--- src/rtl/ntt_bram_rd_ctrl_if.sv ---
// Control, status and shared row-address bus between the NTT read sequencer and its neighbours.
// The slave side is the sequencer; the master side is the controller/selector that drives start and consumes reads.
interface ntt_bram_rd_ctrl_if;
   logic       start_i;
   logic       mode_i;
   logic       busy_o;
   logic       done_o;
   logic [7:0] len_o;
   logic [2:0] stage_o;
   logic       rd_en_o;
   logic [4:0] addr_a_o;
   logic [4:0] addr_b_o;
   logic       data_vld_o;

   modport slave (
      input  start_i, mode_i,
      output busy_o, done_o, len_o, stage_o, rd_en_o, addr_a_o, addr_b_o, data_vld_o
   );

   modport master (
      output start_i, mode_i,
      input  busy_o, done_o, len_o, stage_o, rd_en_o, addr_a_o, addr_b_o, data_vld_o
   );
endinterface

--- src/rtl/ntt_bram_rd_ctrl.sv ---
// Walks the 7 NTT/iNTT stages, issuing 16 dual-port row reads per stage then STAGE_GAP idle cycles.
// All outputs registered (valid the cycle after start is sampled); no backpressure, data_vld_o lags rd_en_o by RD_LAT.
module ntt_bram_rd_ctrl #(
   parameter int RD_LAT    = 1,
   parameter int STAGE_GAP = 4
) (
   input  logic               clk_i,
   input  logic               rst_i,
   ntt_bram_rd_ctrl_if.slave  bus
);

   typedef enum logic [1:0] {IDLE, READ, GAP} state_t;

   localparam int CNT_W = (STAGE_GAP > 16) ? $clog2(STAGE_GAP) : 4;
   localparam logic [CNT_W-1:0] K_LAST   = CNT_W'(15);
   localparam logic [CNT_W-1:0] GAP_LAST = CNT_W'(STAGE_GAP - 1);

   state_t            state_q, state_d;
   logic [CNT_W-1:0]  cnt_q, cnt_d;
   logic [2:0]        stage_q, stage_d;
   logic              mode_q, mode_d;
   logic              done_q, done_d;
   logic              busy_q, rd_en_q;
   logic [7:0]        len_q, len_d;
   logic [4:0]        addr_a_q, addr_a_d, addr_b_q, addr_b_d;
   logic [4:0]        l_rows, mask, k5;
   logic [RD_LAT-1:0] vld_sr_q;

   function automatic logic [7:0] stage_len(input logic [2:0] s, input logic m);
      return m ? (8'd2 << s) : (8'd128 >> s);
   endfunction

   always_comb begin
      state_d = state_q;
      cnt_d   = cnt_q;
      stage_d = stage_q;
      mode_d  = mode_q;
      done_d  = 1'b0;
      unique case (state_q)
         IDLE: begin
            // done_q marks the cycle we just returned to IDLE; a start there is dropped
            if (bus.start_i && !done_q) begin
               state_d = READ;
               cnt_d   = '0;
               stage_d = '0;
               mode_d  = bus.mode_i;
            end
         end
         READ: begin
            if (cnt_q == K_LAST) begin
               state_d = GAP;
               cnt_d   = '0;
            end else begin
               cnt_d = cnt_q + 1'b1;
            end
         end
         GAP: begin
            if (cnt_q == GAP_LAST) begin
               cnt_d = '0;
               if (stage_q == 3'd6) begin
                  state_d = IDLE;
                  done_d  = 1'b1;
               end else begin
                  state_d = READ;
                  stage_d = stage_q + 3'd1;
               end
            end else begin
               cnt_d = cnt_q + 1'b1;
            end
         end
         default: state_d = IDLE;
      endcase
   end

   // Output values are derived from next-state so they register alongside the state change.
   always_comb begin
      len_d    = len_q;
      addr_a_d = '0;
      addr_b_d = '0;
      l_rows   = '0;
      mask     = '0;
      k5       = {1'b0, cnt_d[3:0]};
      if (state_d == READ) begin
         len_d = stage_len(stage_d, mode_d);
         if (len_d >= 8'd8) begin
            l_rows   = len_d[7:3];
            mask     = l_rows - 5'd1;
            addr_a_d = ((k5 & ~mask) << 1) | (k5 & mask);
            addr_b_d = addr_a_d + l_rows;
         end else begin
            addr_a_d = {cnt_d[3:0], 1'b0};
            addr_b_d = {cnt_d[3:0], 1'b1};
         end
      end
   end

   always_ff @(posedge clk_i or posedge rst_i) begin
      if (rst_i) begin
         state_q  <= IDLE;
         cnt_q    <= '0;
         stage_q  <= '0;
         mode_q   <= 1'b0;
         done_q   <= 1'b0;
         busy_q   <= 1'b0;
         rd_en_q  <= 1'b0;
         len_q    <= '0;
         addr_a_q <= '0;
         addr_b_q <= '0;
         vld_sr_q <= '0;
      end else begin
         state_q  <= state_d;
         cnt_q    <= cnt_d;
         stage_q  <= stage_d;
         mode_q   <= mode_d;
         done_q   <= done_d;
         busy_q   <= (state_d != IDLE);
         rd_en_q  <= (state_d == READ);
         len_q    <= len_d;
         addr_a_q <= addr_a_d;
         addr_b_q <= addr_b_d;
         vld_sr_q[0] <= rd_en_q;
         for (int i = 1; i < RD_LAT; i++) begin
            vld_sr_q[i] <= vld_sr_q[i-1];
         end
      end
   end

   assign bus.busy_o     = busy_q;
   assign bus.done_o     = done_q;
   assign bus.len_o      = len_q;
   assign bus.stage_o    = stage_q;
   assign bus.rd_en_o    = rd_en_q;
   assign bus.addr_a_o   = addr_a_q;
   assign bus.addr_b_o   = addr_b_q;
   assign bus.data_vld_o = vld_sr_q[RD_LAT-1];

endmodule

--- src/flat_wrapper.sv ---
// flat-port wrapper written by rule: the top's interface ports become plain ports
module ntt_bram_rd_ctrl_flat 
#(
   parameter int RD_LAT    = 1,
   parameter int STAGE_GAP = 4
)
  (clk_i, rst_i, bus_start_i, bus_mode_i, bus_busy_o, bus_done_o, bus_len_o, bus_stage_o, bus_rd_en_o, bus_addr_a_o, bus_addr_b_o, bus_data_vld_o);
  ntt_bram_rd_ctrl_if bus_i ();
  input  logic clk_i;
  input  logic rst_i;
  input wire logic [$bits(bus_i.start_i)-1:0] bus_start_i;
  input wire logic [$bits(bus_i.mode_i)-1:0] bus_mode_i;
  output wire logic [$bits(bus_i.busy_o)-1:0] bus_busy_o;
  output wire logic [$bits(bus_i.done_o)-1:0] bus_done_o;
  output wire logic [$bits(bus_i.len_o)-1:0] bus_len_o;
  output wire logic [$bits(bus_i.stage_o)-1:0] bus_stage_o;
  output wire logic [$bits(bus_i.rd_en_o)-1:0] bus_rd_en_o;
  output wire logic [$bits(bus_i.addr_a_o)-1:0] bus_addr_a_o;
  output wire logic [$bits(bus_i.addr_b_o)-1:0] bus_addr_b_o;
  output wire logic [$bits(bus_i.data_vld_o)-1:0] bus_data_vld_o;
  assign bus_i.start_i = bus_start_i;
  assign bus_i.mode_i = bus_mode_i;
  assign bus_busy_o = bus_i.busy_o;
  assign bus_done_o = bus_i.done_o;
  assign bus_len_o = bus_i.len_o;
  assign bus_stage_o = bus_i.stage_o;
  assign bus_rd_en_o = bus_i.rd_en_o;
  assign bus_addr_a_o = bus_i.addr_a_o;
  assign bus_addr_b_o = bus_i.addr_b_o;
  assign bus_data_vld_o = bus_i.data_vld_o;
  ntt_bram_rd_ctrl #(.RD_LAT(RD_LAT), .STAGE_GAP(STAGE_GAP)) u_core (.clk_i(clk_i), .rst_i(rst_i), .bus(bus_i));
endmodule
--- config.mk ---
export PLATFORM = sky130hd
export DESIGN_NAME = ntt_bram_rd_ctrl_flat
export DESIGN_NICKNAME = d
export VERILOG_FILES = /design/src/rtl/ntt_bram_rd_ctrl_if.sv /design/src/rtl/ntt_bram_rd_ctrl.sv /design/src/flat_wrapper.sv
export SDC_FILE = /design/constraint.sdc
export NUM_CORES = 1
export LEC_CHECK = 0
export ABC_AREA = 1
export CAP_MARGIN = 20
export CELL_PAD_IN_SITES_DETAIL_PLACEMENT = 1
export CELL_PAD_IN_SITES_GLOBAL_PLACEMENT = 2
export CORE_MARGIN = 10
export CORE_UTILIZATION = 34
export DETAILED_ROUTE_END_ITERATION = 6
export GPL_ROUTABILITY_DRIVEN = 1
export PLACE_DENSITY = 0.83
export SLEW_MARGIN = 30
export SYNTH_ARGS = -nofsm -noshare
export SYNTH_HDL_FRONTEND = slang
export SYNTH_SLANG_ARGS = --single-unit
--- constraint.sdc ---
create_clock -name clk_i -period 5.1 [get_ports clk_i]
set_clock_uncertainty 0.1 [all_clocks]
set_input_delay 1.02 -clock clk_i [delete_from_list [all_inputs] [get_ports clk_i]]
set_output_delay 1.02 -clock clk_i [all_outputs]
set_load 0.01 [all_outputs]
==> results.sh, run 1 <==
export IMPL_max_stage_delay_ns=0.46
export IMPL_cp_depth=23
export IMPL_final_common_cell="nand2_1"
export IMPL_die_height_um=92.7
export IMPL_nets=265
export IMPL_end_kind="flop"
export IMPL_cts_tree="built"
export IMPL_diodes=0
export IMPL_min_period_ns=4.16
export IMPL_cap_violations=0
export IMPL_ys_seq_area_frac=0.446
export IMPL_postRouteAntennaNets=0
export IMPL_drtIter0Drc=48
export IMPL_drive_gt1_frac=0.150
export IMPL_required_ns=5.20
export IMPL_cp_buffers_inverters=7
export IMPL_insertion_delay_ns=0.29
export IMPL_p_leak_nw=1.13
export IMPL_yosys_area_top_type="dfrtp_1"
export IMPL_synth_cell_area_sq_um=1800
export IMPL_cts_buffers=5
export IMPL_synthArstFlopShare=1.00
export IMPL_postCtsResizedCells=0
export IMPL_critPathTopFamily="simple AND/OR/NAND/NOR gates"
export IMPL_grt_max_degree=33
export IMPL_crit_fanout=5
export IMPL_setup_tns_ns=0
export IMPL_drc=0
export IMPL_cts_clk_slew_worst_paths_ns=0.07
export IMPL_power_share_switching=0.225
export IMPL_worstSetupPathType="input port to flop"
export IMPL_period_share=0.815
export IMPL_dpl_hpwl_um=3670
export IMPL_rsz0062_at_grt="false"
export IMPL_drtPass1Iterations=4
export IMPL_synth_cells=218
export IMPL_die_area_sq_um=8590
export IMPL_ctsHoldBuffers=0
export IMPL_synth_cell_types=34
export IMPL_slew_headroom=0.646
export IMPL_yosysTopAreaCellShare=0.446
export IMPL_port_buffers=28
export IMPL_ys_flop_type="dfrtp_1"
export IMPL_p_int_mw=0.350
export IMPL_ioPinCount=29
export IMPL_initial_core_util=0.352
export IMPL_cp_slowest_cell="clkdlybuf4s50_1"
export IMPL_syn_mean_instance_area_sq_um=8.24
export IMPL_place_congestion=0.822
export IMPL_run_status="finished, final reports clean"
export IMPL_cts_sinks=32
export IMPL_area_growth_pct=25.0
export IMPL_overflow=0
export IMPL_p_sw_mw=0.101
export IMPL_coreArea_sq_um=5110
export IMPL_pwr_share_comb=0.022
export IMPL_dieWidth_um=92.7
export IMPL_synth_seq_cells=32
export IMPL_max_freq_ghz=0.241
export IMPL_grt_pass1_vias=1666
export IMPL_clockBufferDepth=2
export IMPL_vias_per_cell=4.81
export IMPL_cts_setup_buffers=0
export IMPL_worst_pin_slew_ns=0.527
export IMPL_clockRootBuffer="clkbuf_8"
export IMPL_power_per_cell_area_nw_per_um2=201
export IMPL_finalHoldViolations=0
export IMPL_arrival_ns=4.26
export IMPL_gr_usage_all_layers=0.120
export IMPL_min_path_type="flop to flop"
export IMPL_htreeDepth=2
export IMPL_critPathMostFrequentCell="inv_1"
export IMPL_synth_warnings=0
export IMPL_final_cell_mix="nand2_1, dfrtp_1, inv_1, clkdlybuf4s50_1, nand3_1"
export IMPL_power_clock_fraction=0.416
export IMPL_route_vias_total=1555
export IMPL_wl_per_cell_um=14.6
export IMPL_hold_path_cell_count=0
export IMPL_antenna_found_initial=0
export IMPL_path_cells="clkdlybuf4s50_1, inv_1, nor2_1, nand2_1, nand2_1, nand2_2, inv_1, nand2_4, nand2_2, nand3_2, ha_1, o22ai_1, inv_1, fa_1, inv_1, a31oi_1, inv_1, nand3_1, nand2_1, inv_1, nand2_1, nand3_1, a21oi_1"
export IMPL_power_total_mw=0.451
export IMPL_reg2reg_depth=23
export IMPL_synthTopCellsByArea="dfrtp_1, nand2_1, nand3_1"
export IMPL_grt_first_pass_wirelength_um=8230
export IMPL_finish_utilization=0.440
export IMPL_synth_nets=230
export IMPL_wl_um=4710
export IMPL_fp_row_count=26
export IMPL_setup_viol=0
export IMPL_drv_slew=0
export IMPL_crit_path_start_kind="input port"
export IMPL_seq_power_share=0.562
export IMPL_synth_edf_count=0
export IMPL_peakVddDrop_mv=0.141
[metrics by stage]
stage | instances | setup slack, ns | instance area (sq um) | hold WS, ns
after floorplan | 218 | 1.50 | 1800 | 0.316
after global routing | 323 | 0.614 | 2250 | 0.304
after CTS | 323 | 0.914 | 2250 | 0.285
after global placement | 316 | 0.737 | 2170 | 0.266
final | 323 | 0.943 | 2250 | 0.278
after detailed placement | 316 | 0.629 | 2170 | 0.270
[state kept, by name, summed over array words and instances (netlist names)]
signal and flops:
u_core.bus.busy_o 1, u_core.cnt_q 4, u_core.bus.stage_o 3, u_core.bus.addr_a_o 5
u_core.bus.addr_b_o 5, u_core.bus.len_o 8, u_core.bus.rd_en_o 1, u_core.mode_q 1
u_core.bus.data_vld_o 1, u_core.state_q 2, u_core.bus.done_o 1
[cell families after synthesis]
group           after synthesis  share of synthesized area
other cells                   1                    0.00209
fa+ha+maj                     8                     0.0599
simple gates                105                      0.293
flops                        32                      0.446
xor+xnor                      2                    0.00975
compound gates               32                      0.110
buf+inv                      38                     0.0794
[metal layers]
layer / vias to the layer above / share of wire / GRT usage
met5: - / 0 / 0
met4: 0 / 0.015 / 0.0450
met3: 6 / 0.056 / 0.0484
met2: 25 / 0.48 / 0.195
met1: 754 / 0.44 / 0.140
li1: 770 / - / -
[worst register-to-register path, stage by stage (launching register included)]
cell	delay, ns
dfrtp_1	0.40
inv_1	0.10
ha_1	0.20
nand2_1	0.12
inv_1	0.09
nor2_4	0.11
nand3b_1	0.13
nand2_4	0.15
nand2_1	0.11
nor2_2	0.13
inv_1	0.13
ha_1	0.32
o22ai_1	0.25
inv_1	0.10
fa_1	0.44
inv_1	0.07
a31oi_1	0.09
inv_1	0.07
nand3_1	0.07
nand2_1	0.08
inv_1	0.05
nand2_1	0.05
nand3_1	0.06
a21oi_1	0.13
[worst paths after layout]
kind,end,slack (ns),start
worst max register to register,u_core.bus.addr_b_o[4],1.46,u_core.bus.stage_o[0]
min in group asynchronous,u_core.bus.stage_o[2],1.02,rst_i
worst min-delay path,u_core.bus.data_vld_o,0.28,u_core.bus.rd_en_o
worst min register to register,u_core.bus.data_vld_o,0.28,u_core.bus.rd_en_o
worst max-delay path,u_core.bus.addr_b_o[4],0.94,bus_start_i
max in group asynchronous,u_core.bus.stage_o[1],3.59,rst_i
[area by class of cell]
class	count	area (sq um)
Fill cell	635	2860
Multi-Input combinational cell	148	853
Sequential cell	32	801
Timing Repair Buffer	29	288
Inverter	37	139
Tap cell	70	87.6
Clock buffer	6	72.6
Clock inverter	1	5.00
[Yosys cell counts (all sizes together) (2+ instances only)]
master and n:
a21oi 9, dfrtp 32, nand3 27, nand4 2
ha 7, o31ai 2, inv 36, nand2 58
xnor2 2, o21a 2, o21ai 12, a31oi 3
nor2 14
[power by group through the flow]
stage / clock network, mW / logic [mW] / registers (mW)
global placement: 0 / 0.0101 / 0.259
detailed placement: 0 / 0.0105 / 0.259
CTS: 0.198 / 0.0105 / 0.254
finish: 0.188 / 0.00982 / 0.254
floorplan: 0 / 0.00545 / 0.259
global route: 0.207 / 0.0114 / 0.253
No activity file was read; power rests on OpenSTA's default activity.
==> run 2: changes to the inputs <==
Settings changed: CORE_UTILIZATION 34 to 28, PLACE_DENSITY 0.83 to 0.73.
Clock period 5.1 ns to 3.6 ns, I/O delays scaled along.
==> run 2 against run 1 <==
Effect of this change:
- worst setup slack got worse by 0.74 ns
- non-clock buffer count increased by 38
- clock-buffer cell count increased by 1
- cell count increased by 14%
- global-route usage decreased by 0.99 points
- register-to-register slack got worse by 1.3 ns
- total power increased by 48%
- flip-flop and latch count unchanged
- critical path type unchanged
- sequential share of layout area decreased by 5.8 points
- first-iteration DRC count decreased by 38%
==> results.sh, run 2 (synthesis gave the netlist of run 1 again) <==
export IMPL_run_status="finished, final reports clean"
export IMPL_fin_ws_ns=0.207
export IMPL_area_growth_pct=49.3
export IMPL_drv_slew=0
export IMPL_min_from="u_core.bus.rd_en_o"
export IMPL_finish_instance_area_sq_um=2680
export IMPL_port_buffers=28
export IMPL_required_ns=3.72
export IMPL_wl_per_cell_um=14.5
export IMPL_final_common_cell="nand2_1"
export IMPL_fp_row_count=29
export IMPL_route_vias_total=1685
export IMPL_grt_max_degree=33
export IMPL_overflow=0
export IMPL_finalHoldViolations=0
export IMPL_hold_path_cell_count=0
export IMPL_die_height_um=100
export IMPL_clockBufferDepth=2
export IMPL_largest_reg_flops=8
export IMPL_worstSetupPathType="input port to flop"
export IMPL_reg2reg_depth=27
export IMPL_drive_gt1_frac=0.349
export IMPL_stdcell_count=369
export IMPL_wl_um=5340
export IMPL_nets=303
export IMPL_final_cell_mix="nand2_1, buf_4, dfrtp_1, clkdlybuf4s50_1, inv_1"
export IMPL_drc=0
export IMPL_dpl_hpwl_um=4080
export IMPL_setup_viol=0
export IMPL_insertion_delay_ns=0.28
export IMPL_power_total_mw=0.669
export IMPL_peakVddDrop_mv=0.138
export IMPL_drtIter0Drc=30
export IMPL_cap_violations=0
export IMPL_gr_usage_all_layers=0.111
export IMPL_ioPinCount=29
export IMPL_arrival_ns=3.52
export IMPL_dieWidth_um=100
export IMPL_min_period_ns=3.39
export IMPL_cts_sinks=32
export IMPL_reg2reg_to="u_core.bus.addr_b_o[4]"
export IMPL_dp_slack_ns=-0.246
export IMPL_antenna_found_initial=0
export IMPL_setup_tns_ns=0
export IMPL_cts_tree="built"
export IMPL_vias_per_cell=4.57
export IMPL_crit_path_start_kind="input port"
export IMPL_min_to="u_core.bus.data_vld_o"
export IMPL_place_area_sq_um=2420
export IMPL_place_inst=356
export IMPL_max_freq_ghz=0.295
export IMPL_n_fill_cell=760
export IMPL_drtPass1Iterations=4
export IMPL_holdWs_ns=0.279
export IMPL_period_share=0.942
export IMPL_p_leak_nw=1.32
export IMPL_finish_utilization=0.427
export IMPL_initial_core_util=0.286
export IMPL_power_per_cell_area_nw_per_um2=249
export IMPL_postRouteAntennaNets=0
export IMPL_diodes=0
export IMPL_min_path_type="flop to flop"
export IMPL_timing_rr_start="u_core.bus.stage_o[0]"
export IMPL_grt_pass1_vias=1791
export IMPL_end_kind="flop"
export IMPL_htreeDepth=2
export IMPL_clockRootBuffer="clkbuf_8"
export IMPL_crit_fanout=5
export IMPL_place_congestion=0.767
export IMPL_cts_buffers=5
export IMPL_coreArea_sq_um=6280
export IMPL_die_area_sq_um=10000
export IMPL_grt_first_pass_wirelength_um=8930
export IMPL_ctsHoldBuffers=0
export IMPL_reg2reg_slack_ns=0.21
export IMPL_cts_clk_slew_worst_paths_ns=0.07
==> run 2: report_power, final <==
group	switching [mW]	leakage (nW)	total (mW)	internal, mW
combinational	0.0101	0.851	0.0159	0.00575
sequential	0	0.422	0.359	0.359
clock	0.138	0.0445	0.294	0.155
==> run 2: critical path: stages <==
cell and delay, ns:
clkdlybuf4s50_1 0.47, inv_2 0.05, nor2_2 0.11, nand2_2 0.10, nand3_2 0.11, nand2_4 0.07
buf_4 0.13, nand2_1 0.07, nand2_2 0.08, buf_4 0.14, nand2_4 0.07, buf_4 0.11
nand4_1 0.13, nand2_2 0.12, ha_4 0.21, nand2_1 0.07, nand2_1 0.06, a31oi_2 0.18
inv_1 0.06, nand3_1 0.08, nand2_1 0.08, nand2_1 0.09, nand3_2 0.08, a21oi_2 0.14
==> run 2: worst max path at each step <==
stage	from	end	slack, ns	cells after the start
4_1_cts	bus_start_i	u_core.bus.addr_b_o[4]	0.03	25
6_report	bus_start_i	u_core.bus.addr_b_o[4]	0.21	24
3_3_place_gp	bus_start_i	u_core.bus.addr_b_o[4]	-0.15	25
2_1_floorplan	bus_start_i	u_core.bus.addr_b_o[4]	0.30	22
5_1_grt	u_core.bus.stage_o[0]	u_core.bus.addr_b_o[4]	-0.05	27
3_5_place_dp	bus_start_i	u_core.bus.addr_b_o[4]	-0.25	25
==> run 2: metal layers <==
layer,up-vias,track usage,part of all wire
li1,844,-,-
met1,813,0.132,0.46
met2,22,0.184,0.49
met3,6,0.0323,0.040
met4,0,0.0391,0.015
met5,-,0,0
==> run 2: what timing repair did <==
action	CTS	global route
gates resized for setup	0	32
setup endpoints to repair	0	1
buffers inserted	0	5
==> run 2: cell type report <==
class | count | area, sq um | area share
Multi-Input combinational cell | 148 | 976 | 0.364
Timing Repair Buffer | 67 | 577 | 0.215
Clock buffer | 7 | 86.3 | 0.0322
Inverter | 37 | 139 | 0.0518
Sequential cell | 32 | 801 | 0.299
Clock inverter | 1 | 7.51 | 0.00280
Tap cell | 77 | 96.3 | 0.0359
